<file path="config.mk">
export PLATFORM = sky130hd
export DESIGN_NAME = alu_op_sequencer
export DESIGN_NICKNAME = d
export VERILOG_FILES = /design/src/rtl/alu_pkg.sv /design/src/rtl/rr_arbiter2.sv /design/src/rtl/alu_op_sequencer.sv
export SDC_FILE = /design/constraint.sdc
export NUM_CORES = 1
export LEC_CHECK = 0
export ABC_AREA = 0
export CAP_MARGIN = 20
export CORE_MARGIN = 2
export CORE_UTILIZATION = 42
export CTS_CLUSTER_SIZE = 12
export DETAILED_ROUTE_END_ITERATION = 8
export GPL_TIMING_DRIVEN = 0
export PLACE_DENSITY = 0.81
export SYNTH_ARGS = -nofsm -noshare
export SYNTH_HDL_FRONTEND = slang
export SYNTH_SLANG_ARGS = --single-unit
</file>
<file path="constraint.sdc">
create_clock -name clock -period 2.3 [get_ports clock]
set_input_delay 0.69 -clock clock [delete_from_list [all_inputs] [get_ports clock]]
set_output_delay 0.69 -clock clock [all_outputs]
set_load 0.01 [all_outputs]
</file>
<file path="src/rtl/alu_pkg.sv">
// Opcodes, sequencer state encoding and opcode classification shared by the
// control unit, the ALU op sequencer and the ALU bench.
package alu_pkg;

  localparam logic [4:0] OP_NOP  = 5'b00000;
  localparam logic [4:0] OP_ADD  = 5'b00011;
  localparam logic [4:0] OP_SUB  = 5'b00100;
  localparam logic [4:0] OP_AND  = 5'b00101;
  localparam logic [4:0] OP_OR   = 5'b00110;
  localparam logic [4:0] OP_SHR  = 5'b00111;
  localparam logic [4:0] OP_SHRA = 5'b01000;
  localparam logic [4:0] OP_SHL  = 5'b01001;
  localparam logic [4:0] OP_ROR  = 5'b01010;
  localparam logic [4:0] OP_ROL  = 5'b01011;
  localparam logic [4:0] OP_MUL  = 5'b01111;
  localparam logic [4:0] OP_DIV  = 5'b10000;
  localparam logic [4:0] OP_NEG  = 5'b10001;
  localparam logic [4:0] OP_NOT  = 5'b10010;

  typedef enum logic [1:0] {
    ST_IDLE = 2'd0,
    ST_EXEC = 2'd1,
    ST_RESP = 2'd2
  } seqState_t;

  function automatic logic is_legal_op(input logic [4:0] op);
    return ((op >= OP_ADD) && (op <= OP_ROL)) || ((op >= OP_MUL) && (op <= OP_NOT));
  endfunction

  function automatic logic is_long_op(input logic [4:0] op);
    return (op == OP_MUL) || (op == OP_DIV);
  endfunction

endpackage

</file>
<file path="src/rtl/rr_arbiter2.sv">
// Two-way round-robin grant; the pointer is owned and advanced by the caller.
module rr_arbiter2 (
  input  logic [1:0] req,
  input  logic       ptr,
  input  logic       en,
  output logic [1:0] grant
);

  always_comb begin
    grant = '0;
    if (en) begin
      if (req == 2'b11) grant = ptr ? 2'b10 : 2'b01;
      else              grant = req;
    end
  end

endmodule

</file>
<file path="src/rtl/alu_op_sequencer.sv">
// Shares one combinational ALU between two requesters: arbitrate, hold the
// operands for a per-op settle time, capture Z and hand it back via valid/ready.
module alu_op_sequencer
  import alu_pkg::*;
#(
  parameter int DATA_W      = 32,
  parameter int OP_W        = 5,
  parameter int MULDIV_WAIT = 4,
  parameter int SHORT_WAIT  = 1
) (
  input  logic                clock,
  input  logic                clear,
  input  logic [1:0]          req_valid,
  output logic [1:0]          req_ready,
  input  logic [2*OP_W-1:0]   req_op,
  input  logic [2*DATA_W-1:0] req_a,
  input  logic [2*DATA_W-1:0] req_b,
  output logic [1:0]          rsp_valid,
  input  logic [1:0]          rsp_ready,
  output logic [DATA_W-1:0]   rsp_hi,
  output logic [DATA_W-1:0]   rsp_lo,
  output logic                rsp_err,
  output logic [DATA_W-1:0]   alu_y,
  output logic [DATA_W-1:0]   alu_bus,
  output logic [OP_W-1:0]     alu_ctrl,
  input  logic [2*DATA_W-1:0] alu_z,
  output logic                busy
);

  localparam int CNT_W = $clog2(MULDIV_WAIT + 1);

  logic [1:0][OP_W-1:0]   reqOp;
  logic [1:0][DATA_W-1:0] reqA, reqB;
  assign reqOp = req_op;
  assign reqA  = req_a;
  assign reqB  = req_b;

  seqState_t         state, nextState;
  logic              rrPtr, gid, errReg;
  logic [OP_W-1:0]   opReg;
  logic [DATA_W-1:0] aReg, bReg;
  logic [2*DATA_W-1:0] zReg;
  logic [CNT_W-1:0]  cnt;

  logic [1:0]        grant;
  logic              accept, selGid, selErr, rspFire, lastExec;
  logic [OP_W-1:0]   selOp;
  logic [DATA_W-1:0] selA, selB;

  rr_arbiter2 uArb (
    .req   (req_valid),
    .ptr   (rrPtr),
    .en    (state == ST_IDLE),
    .grant (grant)
  );

  assign accept   = |grant;
  assign selGid   = grant[1];
  assign selOp    = reqOp[selGid];
  assign selA     = reqA[selGid];
  assign selB     = reqB[selGid];
  // Errors skip EXEC entirely so the ALU never sees an illegal op or a /0.
  assign selErr   = !is_legal_op(5'(selOp)) || ((5'(selOp) == OP_DIV) && (selB == '0));
  assign lastExec = (state == ST_EXEC) && (cnt == CNT_W'(1));
  assign rspFire  = (state == ST_RESP) && rsp_ready[gid];

  always_ff @(posedge clock or negedge clear) begin
    if (!clear) state <= ST_IDLE;
    else        state <= nextState;
  end

  always_comb begin
    nextState = state;
    req_ready = '0;
    rsp_valid = '0;
    alu_y     = '0;
    alu_bus   = '0;
    alu_ctrl  = '0;
    busy      = 1'b1;
    unique case (state)
      ST_IDLE: begin
        busy      = 1'b0;
        req_ready = grant;
        if (accept) nextState = selErr ? ST_RESP : ST_EXEC;
      end
      ST_EXEC: begin
        alu_y    = aReg;
        alu_bus  = bReg;
        alu_ctrl = opReg;
        if (lastExec) nextState = ST_RESP;
      end
      ST_RESP: begin
        rsp_valid[gid] = 1'b1;
        if (rsp_ready[gid]) nextState = ST_IDLE;
      end
      default: nextState = ST_IDLE;
    endcase
  end

  always_ff @(posedge clock or negedge clear) begin
    if (!clear) begin
      rrPtr  <= 1'b0;
      gid    <= 1'b0;
      errReg <= 1'b0;
      opReg  <= '0;
      aReg   <= '0;
      bReg   <= '0;
      zReg   <= '0;
      cnt    <= '0;
    end else begin
      if (accept) begin
        opReg <= selOp;
        aReg  <= selA;
        bReg  <= selB;
        gid   <= selGid;
        if (selErr) begin
          zReg   <= '0;
          errReg <= 1'b1;
          cnt    <= '0;
        end else begin
          errReg <= 1'b0;
          cnt    <= is_long_op(5'(selOp)) ? CNT_W'(MULDIV_WAIT) : CNT_W'(SHORT_WAIT);
        end
      end
      if (state == ST_EXEC) cnt <= cnt - CNT_W'(1);
      if (lastExec) zReg <= alu_z;
      if (rspFire) rrPtr <= ~gid;
    end
  end

  assign rsp_hi  = zReg[2*DATA_W-1:DATA_W];
  assign rsp_lo  = zReg[DATA_W-1:0];
  assign rsp_err = errReg;

endmodule

</file>
==> impl_summary.md <==
Timing
After routing, the total negative slack on setup checks comes to -0.475 ns. Of the available clock period, the critical path in the final layout requires 102%. The max-slew violation total from the final report is 0. For the final database, setup skew stands at 0.00664 ns.

The worst pin sits at a relative slew slack of 63.6%. Setup violations remaining at the end of the flow were counted as 20. Setup repair after global routing could not meet its margin everywhere.

The worst-case hold slack is 0.184 ns. The worst path setup slack after routing is -0.0532 ns. Timing would allow up to 425 MHz. The transition time at the pin with the least slew margin is 0.547 ns. The routed design could run at a clock period as short as 2.35 ns. The number of endpoints with negative hold slack in the final report is 0.

Floorplan
The die covers 18900 µm². The core area is 17400 µm². 347 I/O pins were placed. The die boundary height is 137 µm. The die extent in x is 137 µm. The initial utilization of the core area, before any placement, comes to 43.0%. The number of core rows is 48.

Power and ir drop
The leakage power figure is 5.26 nW. Overall power consumption after layout is estimated at 0.0157 W. The power density over the cells is 1270 nW/µm².

The largest voltage drop on the vdd net is 0.000599 V.

Finish
The post-synthesis to final-layout area growth is 65.2%. The final layout net count is 1449. The post-route netlist has 21.4% of its cells at a drive strength greater than 1.

Critical path
Traced cell by cell, the critical path runs through nor2b_4, buf_6, buf_8, clkbuf_16, and2_4, buf_6. The endpoint arrival time on the critical path is 1.66 ns. The worst setup path is launched from a register. The delay of the slowest cell on the worst path is 0.41 ns.

The critical path is of the reg -> out type. Along the worst path, the maximum fanout reaches 5. The slowest library cell on the worst path is dfrtp_2. The critical path capture point type is an output pin. Data on the critical path is required at its endpoint by 1.61 ns. The cell with the most instances on the worst path is buf_6.

Clocking
The clock sink count is 141. TritonCTS built the clock tree. The clock passes through at most 2 buffers.

The total of hold buffers inserted after clock tree synthesis is 0. The clock reaches the later pin of the worst-skew pair after 0.43 ns. The H-tree depth is 4. After clock tree synthesis, the clock-pin slew on the worst setup and hold paths is 0.06 ns. The number of clock buffers added by TritonCTS is 17. The cell sitting at the root of the clock tree is a clkbuf_16.

Routing
The per-cell via count in the routed design is 5.65. For this run, the detailed router's first-pass iteration total came to 5. The number of vias after detailed routing is 8354. The remaining design rule violation count is 0. In this run, the number of DRC markers left after iteration 0 of detailed routing was 603.

The final antenna-violating net count is 0. The routed wire length is 28.9 mm. The wire length per cell is 19.6 µm.

Hold path
The worst hold path class is in -> async.

Global routing
In the global route stage, met1 resource usage came out at 34.8%. Across every metal layer, demand over resource in global routing totals 29.7%. After global routing the overflow that remains totals 0. After global routing, the most crowded layer is met2. The initial antenna violation count is 1.

Global routing used 7.51% of the available met3 tracks. The global-route wire length before repair is 43.1 mm. The met2 capacity usage during global routing is 52.3%. The pin count of the biggest net entering global routing is 97. The number of global-route vias before repair is 8190.

Synth
In the synthesized netlist, the number of instances is 852. The post-synthesis cell type count is 44. In this run, synthesis inferred 0 flip-flops with an integrated enable. The most common cell in the netlist is nand2_1.

Of all flip-flops after synthesis, the portion carrying an async set or reset was 100%. The number of flip-flops and latches in the synthesized netlist is 141. Summed over all instances, the cell type with the most area after synthesis is dfrtp_1. The average instance area after synthesis is 8.76 µm². After synthesis the cells add up to 7470 µm².

Yosys printed 0 warnings. The main flop type after synthesis is dfrtp_1. After synthesis, flip-flops and latches occupy 47.3% of the total area.

After synthesis, the cell types taking the most area are dfrtp_1 (47%), nand2_1 (7.5%), a22oi_1 (6.5%). Ranked by instance count, the synthesized netlist is headed by nand2_1 (150), dfrtp_1 (141), nor2_1 (73). The share of the synthesized area in the top cell type is 47.3%. The net count after synthesis is 1062.

Placed design
At the end of routability-driven placement, the weighted congestion stood at 0.915. Input and output buffers added on the ports amount to 346. The wire-length estimate of the detail-placed layout is 20.7 mm.

Status
The run finished, with violations left. The checks that failed: negative setup slack.

Run
The max-capacitance violation count is 0.
final timing paths:
check                         start          end  slack [ns]  cells after the start
max                        state[0]  alu_ctrl[4]       -0.05                      6
min                           clear     zReg[62]        0.18                      1
max reg2reg                state[1]     opReg[3]        0.15                      9
min reg2reg                 rsp_err      rsp_err        0.52                      1
max in group asynchronous     clear     opReg[4]        1.25                      2
min in group clock          rsp_err      rsp_err        0.52                      1
cell families after synthesis:
family                   after synthesis  share of synthesized area (%)
AO/OA/AOI/OAI                        219                           19.9
AND/OR/NAND/NOR                      401                           26.2
flip-flops                           141                           47.3
adder cells (fa/ha/maj)                2                          0.335
buffers and inverters                 87                           6.02
multiplexers                           2                          0.285
area by class of cell:
type                       instances  area, µm²
clock inverter                    12        135
clock buffer                      20        467
sequential                       141       3530
timing repair buffer             370       3690
tap                              225        282
antenna                            1       2.50
fill                            1345       5020
buffer                            79        538
inverter                           6       22.5
multi-input combinational        624       3660
stage by stage:
stage | std cells | util, % | worst slack [ns] | instance area [µm²]
3_3_place_gp | 1423 | 64.6 | -5.29 | 11200
4_1_cts | 1475 | 70.3 | -0.129 | 12200
3_5_place_dp | 1424 | 64.8 | -1.06 | 11200
6_report | 1478 | 71.1 | -0.0532 | 12300
2_1_floorplan | 852 | - | 0.272 | 7470
5_1_grt | 1478 | 71.1 | -0.113 | 12300
metal layers:
layer,part of all wire [%],wire (µm),vias up
li1,-,-,3843
met1,37,10700,4011
met2,51,14600,422
met3,8.8,2560,78
met4,3.5,1000,0
met5,0,0,-
state kept, by name, summed over array words and instances, names as in the netlist:
signal	flops
zReg	64
aReg	32
bReg	32
opReg	5
cnt	3
state	2
gid	1
rrPtr	1
rsp_err	1
report_power, final:
| part | internal (W) | total, W | switching, W |
|---|---|---|---|
| sequential | 0.00372 | 0.00455 | 0.000824 |
| combinational | 0.00419 | 0.00831 | 0.00412 |
| clock | 0.00169 | 0.00284 | 0.00115 |
| total | 0.00960 | 0.0157 | 0.00610 |
worst max-delay path, delay by kind of cell (launching register included):
kind | cells | cell delay (ns)
AND/OR/NAND/NOR | 2 | 0.29
buffers and inverters | 4 | 0.53
flip-flops | 1 | 0.41
placed cells by master (no fill, tap or decap), types with 19 or more instances in the layout:
master             n
and2_4            50
clkbuf_1          26
buf_2             46
dfrtp_1          140
a31oi_1           69
o21ai_0           48
nand4_1           66
nand2_1          150
buf_6             62
clkdlybuf4s50_1  267
clkbuf_16         20
a22oi_1           65
o21ai_2           19
nor2_1            72
and2_1            22
what timing repair did:
item / 4_1_cts / 5_1_grt
cloned: 5 / 1
pin swaps: 23 / 31
resized for setup: 421 / 48
endpoints found under the setup margin: 94 / 138
setup buffers: 14 / 4
hold endpoints to repair: 0 / 0
(Power assumes the default switching activity.)
